`config.mk`:
```
export PLATFORM = sky130hd
export DESIGN_NAME = ex_mem_stage
export DESIGN_NICKNAME = d
export VERILOG_FILES = /design/src/rtl/ex_mem_stage.sv
export SDC_FILE = /design/constraint.sdc
export NUM_CORES = 1
export LEC_CHECK = 0
export ABC_AREA = 1
export CAP_MARGIN = 20
export CORE_UTILIZATION = 34
export DETAILED_ROUTE_END_ITERATION = 8
export DONT_BUFFER_PORTS = 1
export SETUP_SLACK_MARGIN = 0.3
export SLEW_MARGIN = 20
export SYNTH_ARGS = -nofsm -noshare
export SYNTH_HDL_FRONTEND = slang
export SYNTH_SLANG_ARGS = --single-unit
```
`constraint.sdc`:
```
create_clock -name clk -period 3.2 [get_ports clk]
set_input_delay 0.96 -clock clk [delete_from_list [all_inputs] [get_ports clk]]
set_output_delay 0.96 -clock clk [all_outputs]
set_load 0.05 [all_outputs]
```
`src/rtl/ex_mem_stage.sv`:
```
// ex_mem_stage: EX/MEM pipeline register for the RV32 pipeline.
//   Captures the ALU result and pass-through fields from EX. It holds when en
//   is low and clears to a bubble on flush. It also drives a registered
//   forwarding source and a load-pending flag for the hazard unit.
// Ports:
//   clk, rst          clock, synchronous active-high reset
//   en, flush         capture enable (0 = stall), synchronous bubble insert
//   *_in              EX-stage fields (valid, ALU result, store data, PC+4,
//                     rd, Wbsel, MemRw, RegWen, Rsel, Wsel)
//   *_out             registered copies; MemRw_out/RegWen_out gated by valid
//   fwd_valid/regd/data  forwardable result held in this stage
//   load_pending      valid load to a nonzero rd is in this stage
module ex_mem_stage #(
  parameter int unsigned datawidth = 32,
  parameter int unsigned regindex  = 5
) (
  input  logic                 clk,
  input  logic                 rst,
  input  logic                 en,
  input  logic                 flush,
  input  logic                 valid_in,
  input  logic [datawidth-1:0] aluresult_in,
  input  logic [datawidth-1:0] storedata_in,
  input  logic [datawidth-1:0] pc4_in,
  input  logic [regindex-1:0]  regd_in,
  input  logic [1:0]           Wbsel_in,
  input  logic                 MemRw_in,
  input  logic                 RegWen_in,
  input  logic [2:0]           Rsel_in,
  input  logic [1:0]           Wsel_in,
  output logic                 valid_out,
  output logic [datawidth-1:0] aluresult_out,
  output logic [datawidth-1:0] storedata_out,
  output logic [datawidth-1:0] pc4_out,
  output logic [regindex-1:0]  regd_out,
  output logic [1:0]           Wbsel_out,
  output logic                 MemRw_out,
  output logic                 RegWen_out,
  output logic [2:0]           Rsel_out,
  output logic [1:0]           Wsel_out,
  output logic                 fwd_valid,
  output logic [regindex-1:0]  fwd_regd,
  output logic [datawidth-1:0] fwd_data,
  output logic                 load_pending
);

  localparam logic [1:0] WB_MEM = 2'b00;
  localparam logic [1:0] WB_ALU = 2'b01;
  localparam logic [1:0] WB_PC4 = 2'b10;

  logic                 valid_q,     valid_d;
  logic [datawidth-1:0] aluresult_q, aluresult_d;
  logic [datawidth-1:0] storedata_q, storedata_d;
  logic [datawidth-1:0] pc4_q,       pc4_d;
  logic [regindex-1:0]  regd_q,      regd_d;
  logic [1:0]           Wbsel_q,     Wbsel_d;
  logic                 MemRw_q,     MemRw_d;
  logic                 RegWen_q,    RegWen_d;
  logic [2:0]           Rsel_q,      Rsel_d;
  logic [1:0]           Wsel_q,      Wsel_d;

  // flush beats stall; rst is applied in the sequential block above both.
  always_comb begin
    valid_d     = valid_q;
    aluresult_d = aluresult_q;
    storedata_d = storedata_q;
    pc4_d       = pc4_q;
    regd_d      = regd_q;
    Wbsel_d     = Wbsel_q;
    MemRw_d     = MemRw_q;
    RegWen_d    = RegWen_q;
    Rsel_d      = Rsel_q;
    Wsel_d      = Wsel_q;
    if (flush) begin
      valid_d     = 1'b0;
      aluresult_d = '0;
      storedata_d = '0;
      pc4_d       = '0;
      regd_d      = '0;
      Wbsel_d     = '0;
      MemRw_d     = 1'b0;
      RegWen_d    = 1'b0;
      Rsel_d      = '0;
      Wsel_d      = '0;
    end else if (en) begin
      valid_d     = valid_in;
      aluresult_d = aluresult_in;
      storedata_d = storedata_in;
      pc4_d       = pc4_in;
      regd_d      = regd_in;
      Wbsel_d     = Wbsel_in;
      // An invalid slot must never carry a store or register write.
      MemRw_d     = MemRw_in & valid_in;
      RegWen_d    = RegWen_in & valid_in;
      Rsel_d      = Rsel_in;
      Wsel_d      = Wsel_in;
    end
  end

  always_ff @(posedge clk) begin
    if (rst) begin
      valid_q     <= 1'b0;
      aluresult_q <= '0;
      storedata_q <= '0;
      pc4_q       <= '0;
      regd_q      <= '0;
      Wbsel_q     <= '0;
      MemRw_q     <= 1'b0;
      RegWen_q    <= 1'b0;
      Rsel_q      <= '0;
      Wsel_q      <= '0;
    end else begin
      valid_q     <= valid_d;
      aluresult_q <= aluresult_d;
      storedata_q <= storedata_d;
      pc4_q       <= pc4_d;
      regd_q      <= regd_d;
      Wbsel_q     <= Wbsel_d;
      MemRw_q     <= MemRw_d;
      RegWen_q    <= RegWen_d;
      Rsel_q      <= Rsel_d;
      Wsel_q      <= Wsel_d;
    end
  end

  logic writes_rd;

  always_comb begin
    writes_rd = valid_q & RegWen_q & (regd_q != '0);

    valid_out     = valid_q;
    aluresult_out = aluresult_q;
    storedata_out = storedata_q;
    pc4_out       = pc4_q;
    regd_out      = regd_q;
    Wbsel_out     = Wbsel_q;
    MemRw_out     = MemRw_q & valid_q;
    RegWen_out    = RegWen_q & valid_q;
    Rsel_out      = Rsel_q;
    Wsel_out      = Wsel_q;

    // Wbsel = 11 selects no source: it neither forwards nor flags a load.
    fwd_regd     = regd_q;
    fwd_valid    = writes_rd & ((Wbsel_q == WB_ALU) | (Wbsel_q == WB_PC4));
    load_pending = writes_rd & (Wbsel_q == WB_MEM);
    fwd_data     = '0;
    if (Wbsel_q == WB_ALU)      fwd_data = aluresult_q;
    else if (Wbsel_q == WB_PC4) fwd_data = pc4_q;
  end

endmodule

```
==> impl_metrics.yaml, run 1 <==
layout:
  final_area_mm2: 0.00546
  layout-drive-gt1-share_pct: 25.3
  diodes: 0
  area_growth_pct: 14.0
  final_nets: 742
  stdcell_count: 805
  fillerInstances: 1357
grt:
  grt_use_met3_pct: 4.20
  first_global_vias: 3765
  antenna_found_initial: 0
  use_met2_pct: 28.8
  grt_max_degree: 113
  grt_pass1_wl_um: 19700
  gr-total-overflow: 0
  grt_use_total_pct: 17.4
  grt.busiest_layer: "met2"
  grt_util_met1_pct: 21.0
worst_setup_path:
  worst-path-buf-inv: 4
  cp_cell_sequence: "buf_4, inv_1, ha_1, buf_6, nand3_1, nand2_1, buf_4"
  critPathTopFamily: "buffers and inverters"
  crit_path_frequent_cell: "buf_4"
  cp_slowest_cell: "dfxtp_1"
  critPathRequiredTime_ns: 2.24
  critical_path_arrival_ns: 1.83
  crit_fanout: 32
  critPathLaunchType: "flip-flop"
  r2r_slack_ns: 2.10
  ff2ff_path_depth: 2
  r2r-end: "pc4_out[19]"
  path_class: "flip-flop to primary output"
  r2r_start: "pc4_out[19]"
  endpoint_kind: "primary output"
  cp_slowest_stage_delay_ns: 0.31
placed_design:
  placedCellCount: 789
  place_area_mm2: 0.00509
  place_congestion: 0.830
  dp_hpwl_um: 9310
  numPortBuffers: 0
worst_hold_path:
  hp-class: "flip-flop to flip-flop"
  holdPathEnd: "MemRw_q"
  min_from: "MemRw_q"
  hold_path_depth: 2
timing:
  rsz0062_at_grt: "false"
  clock.fmax_mhz: 358
  worstMarginPinSlew_ns: 0.634
  maxSlewViolCount: 0
  hold_violations: 0
  period_share_pct: 87.2
  fin_skew_ns: 0
  tns_ns: 0
  slew_headroom_pct: 57.7
  finalSetupViolCount: 0
  period_needed_ns: 2.79
  whs_ns: 0.467
die:
  start_util_pct: 35.4
  die_x_um: 121
  dieArea_mm2: 0.0146
  dieHeight_um: 121
  io_pins: 265
  core_mm2: 0.0135
  rows: 42
cts:
  ctsHtreeMaxLevel: 3
  cts_setup_buffers: 0
  clock_latency_ns: 0.34
  clk_pin_slew_ns: 0.07
  ctsRootBufferMaster: "clkbuf_16"
  clockBufferDepth: 2
  ctsHoldBuffers: 0
  tritoncts: "built"
  cts_resized: 0
  cts-buffers-inserted: 9
  cts.sink_count: 111
drt:
  wl_per_cell_um: 16.5
  drtPass1Iterations: 5
  wirelength_um: 13300
  drt_iter0_drc: 176
  drc: 0
  viasPerCell: 5.13
  ant_nets: 0
  vias: 4129
pwr:
  internal_power_uw: 2330
  powerDensity_mw_per_mm2: 582
  power_frac_seq_pct: 50.3
  p_leak_uw: 0.00211
  design_power_total_uw: 3180
  comb_power_share_pct: 7.1
  sw_frac_of_total_pct: 26.6
  pwr-share-clk_pct: 42.7
  ir_drop_mv: 0.223
  p_sw_uw: 846
logic_synthesis:
  ys_ff_latch: 111
  synth_fp_nets: 730
  netlist_instances: 612
  syn_area_mm2: 0.00479
  ys_seq_area_share_pct: 46.4
  synth.distinct_cells: 15
  yosys_warnings: 0
  avgSynthCellArea_um2: 7.82
job:
  cap_violations: 0
outcome:
  outcome: "complete, no violations"
==> sequential cells by signal (all words and copies together), names as in the netlist <==
signal / count
pc4_out: 32
aluresult_out: 32
RegWen_q: 1
Wbsel_out: 2
Rsel_out: 3
storedata_out: 32
Wsel_out: 2
fwd_regd: 5
valid_out: 1
MemRw_q: 1
==> logic make-up (layout without fill, tap and decap cells) <==
kind of cell,count (synthesis),in the layout,synth area share (%)
buffers and inverters,60,77,7.45
AND/OR/NAND/NOR,327,327,26.7
flip-flops,111,111,46.4
adder cells (fa/ha/maj),3,3,0.784
AO/OA/AOI/OAI,111,111,18.7
==> stage by stage <==
stage | util, % | worst slack, ns
6_report | 40.4 | 0.410
4_1_cts | 40.3 | 0.312
3_3_place_gp | 37.7 | 0.759
3_5_place_dp | 37.7 | 0.701
2_1_floorplan | - | 0.369
5_1_grt | 40.4 | 0.317
==> power by group through the flow <==
stage | combinational, µW | clock (µW) | sequential, µW
after floorplan | 200 | 0 | 1630
after global placement | 219 | 0 | 1630
after detailed placement | 227 | 0 | 1630
after CTS | 227 | 1380 | 1600
after global routing | 246 | 1440 | 1600
final | 225 | 1360 | 1600
==> worst min-delay path, cell delays in order (launching register included) <==
cell and delay, ns:
dfxtp_1 0.31, nand2_1 0.06, a21oi_1 0.05
==> cell type report <==
type	instances	area [µm²]	share of cell area, %
Clock buffer	10	229	4.20
Timing Repair Buffer	52	410	7.52
Tap cell	176	220	4.04
Sequential cell	111	2220	40.7
Inverter	9	35.0	0.642
Clock inverter	6	133	2.43
Multi-Input combinational cell	441	2210	40.4
==> how the worst max path moves through the flow <==
stage                  from           end  slack (ns)  cells after the start
2_1_floorplan     valid_out     fwd_valid        0.37                      4
4_1_cts        Wbsel_out[0]  fwd_data[28]        0.31                      7
6_report       Wbsel_out[0]  fwd_data[28]        0.41                      7
3_5_place_dp   Wbsel_out[0]  fwd_data[28]        0.70                      7
5_1_grt        Wbsel_out[0]  fwd_data[15]        0.32                      7
3_3_place_gp   Wbsel_out[0]  fwd_data[30]        0.76                      7
==> synthesized netlist by cell type <==
master,count,area [µm²]
nand2_1,287,1080
dfxtp_1,111,2220
a21oi_2,90,788
nand3_1,35,175
buf_2,24,120
a21oi_1,21,105
buf_6,10,113
inv_1,8,30.0
buf_4,7,52.6
clkbuf_1,7,26.3
nor2_1,4,15.0
buf_1,3,11.3
ha_1,3,37.5
inv_2,1,3.75
or2_4,1,8.76
==> per-layer routing <==
metal | wire (µm) | vias to the layer above
met5 | 0 | -
met4 | 314 | 0
met3 | 1020 | 23
met2 | 6420 | 207
met1 | 5570 | 1935
li1 | - | 1964
==> cells in the final DEF, fill, tap and decap left out, types with 2 or more instances in the layout <==
cell type and instances:
nor2_1 4, buf_6 2, clkbuf_16 9, nand3_1 35
a21oi_2 90, nand2_1 287, ha_1 3, inv_1 8
bufinv_16 4, clkinv_2 2, dfxtp_1 111, buf_4 49
a21oi_1 21
Power figures use the tool's default switching activity.
==> inputs of run 2 (changes only) <==
--- a/config.mk
+++ b/config.mk
@@ -10,7 +10,8 @@
 export CORE_UTILIZATION = 34
 export DETAILED_ROUTE_END_ITERATION = 8
 export DONT_BUFFER_PORTS = 1
-export SETUP_SLACK_MARGIN = 0.3
+export REMOVE_ABC_BUFFERS = 1
+export SETUP_SLACK_MARGIN = 0.1
 export SLEW_MARGIN = 20
 export SYNTH_ARGS = -nofsm -noshare
 export SYNTH_HDL_FRONTEND = slang
==> run 2 against run 1 <==
  * Core utilization fell by 0.32 points
  * Sequential power barely moved
  * Count of clock-buffer cells in the layout fell by 1
  * Largest power group unchanged
==> impl_metrics.yaml, run 2 (synthesized netlist as in run 1, its figures left out) <==
drt:
  viasPerCell: 5.00
  drtPass1Iterations: 5
  vias: 4018
  wirelength_um: 12400
  drc: 0
  ant_nets: 0
  drt_iter0_drc: 197
  wl_per_cell_um: 15.5
grt:
  first_global_vias: 3858
  grt_use_total_pct: 16.5
  grt_max_degree: 113
  gr-total-overflow: 0
  antenna_found_initial: 1
  grt_pass1_wl_um: 19000
die:
  dieHeight_um: 121
  die_x_um: 121
  core_mm2: 0.0135
  rows: 42
  dieArea_mm2: 0.0146
  start_util_pct: 35.4
  io_pins: 265
cts:
  clockBufferDepth: 2
  ctsHoldBuffers: 0
  cts-buffers-inserted: 9
  tritoncts: "built"
  ctsHtreeMaxLevel: 3
  ctsRootBufferMaster: "clkbuf_16"
  clk_pin_slew_ns: 0.08
  cts_resized: 0
  cts_setup_buffers: 0
  cts.sink_count: 111
  clock_latency_ns: 0.35
worst_hold_path:
  min_from: "MemRw_q"
  hp-class: "flip-flop to flip-flop"
worst_setup_path:
  crit_path_frequent_cell: "inv_1"
  cp_cell_sequence: "inv_1, ha_1, inv_1, buf_12, nand3_1, nand2_1, buf_4"
  worst-path-buf-inv: 4
  critical_path_arrival_ns: 1.84
  path_class: "flip-flop to primary output"
  cp_slowest_stage_delay_ns: 0.32
  critPathRequiredTime_ns: 2.24
  critPathLaunchType: "flip-flop"
  r2r_start: "pc4_out[11]"
  endpoint_kind: "primary output"
  critPathTopFamily: "buffers and inverters"
  cp_slowest_cell: "dfxtp_1"
  crit_fanout: 22
  startpoint: "Wbsel_out[1]"
layout:
  final_common_cell: "nand2_1"
  final_util_pct: 40.1
  layout-drive-gt1-share_pct: 25.2
  final_nets: 740
  area_growth_pct: 13.1
  diodes: 0
  final_cell_mix: "287 x nand2_1, 111 x dfxtp_1, 90 x a21oi_2"
timing:
  period_share_pct: 87.6
  clock.fmax_mhz: 357
  fin_skew_ns: 0
  hold_violations: 0
  whs_ns: 0.472
  finalSetupViolCount: 0
  maxSlewViolCount: 0
  slew_headroom_pct: 60.3
  worstMarginPinSlew_ns: 0.594
  rsz0062_at_grt: "false"
  period_needed_ns: 2.80
outcome:
  outcome: "complete, no violations"
pwr:
  powerDensity_mw_per_mm2: 549
  ir_drop_mv: 0.320
  p_leak_uw: 0.00209
placed_design:
  dp_hpwl_um: 8380
  place_congestion: 0.777
  numPortBuffers: 0
job:
  cap_violations: 0
run 2: through the flow:
| step | cell area [µm²] | power [µW] | setup slack, ns | std cells | setup TNS [ns] |
|---|---|---|---|---|---|
| 2_1_floorplan | 4460 | 1790 | -0.167 | 561 | -5.36 |
| 3_3_place_gp | 5110 | 1850 | 0.798 | 787 | 0 |
| 3_5_place_dp | 5110 | 1860 | 0.733 | 787 | 0 |
| 4_1_cts | 5410 | 3020 | 0.344 | 803 | 0 |
| 5_1_grt | 5410 | 3100 | 0.255 | 803 | 0 |
| 6_report | 5410 | 2970 | 0.396 | 803 | 0 |
run 2: cell type report:
cell class	count	area, µm²
repair buffers	50	425
inverters	9	35.0
fillers	1386	8090
clock inverters	7	77.6
well taps	176	220
clock buffers	9	225
flip-flops and latches	111	2220
multi-input cells	441	2210
run 2: final timing paths:
check / to / slack [ns] / depth (start not counted)
worst max-delay path: fwd_data[11] / 0.40 / 7
worst max register to register: pc4_out[11] / 2.15 / 2
worst min-delay path: MemRw_q / 0.47 / 2
worst min register to register: MemRw_q / 0.47 / 2
run 2: metal layers:
metal,global-route usage [%],share of wire (%)
met5,0,0.10
met4,8.10,2.5
met3,4.62,7.6
met1,19.3,42
met2,27.8,48
run 2: worst min-delay path, cell delays in order (launching register included):
cell	delay (ns)
dfxtp_1	0.32
nand2_1	0.06
a21oi_1	0.06
run 2: power breakdown:
| group | internal [µW] | switching [µW] | total, µW |
|---|---|---|---|
| combinational | 67.1 | 157 | 224 |
| sequential | 1420 | 175 | 1600 |
| clock | 616 | 536 | 1150 |
| total | 2110 | 867 | 2970 |
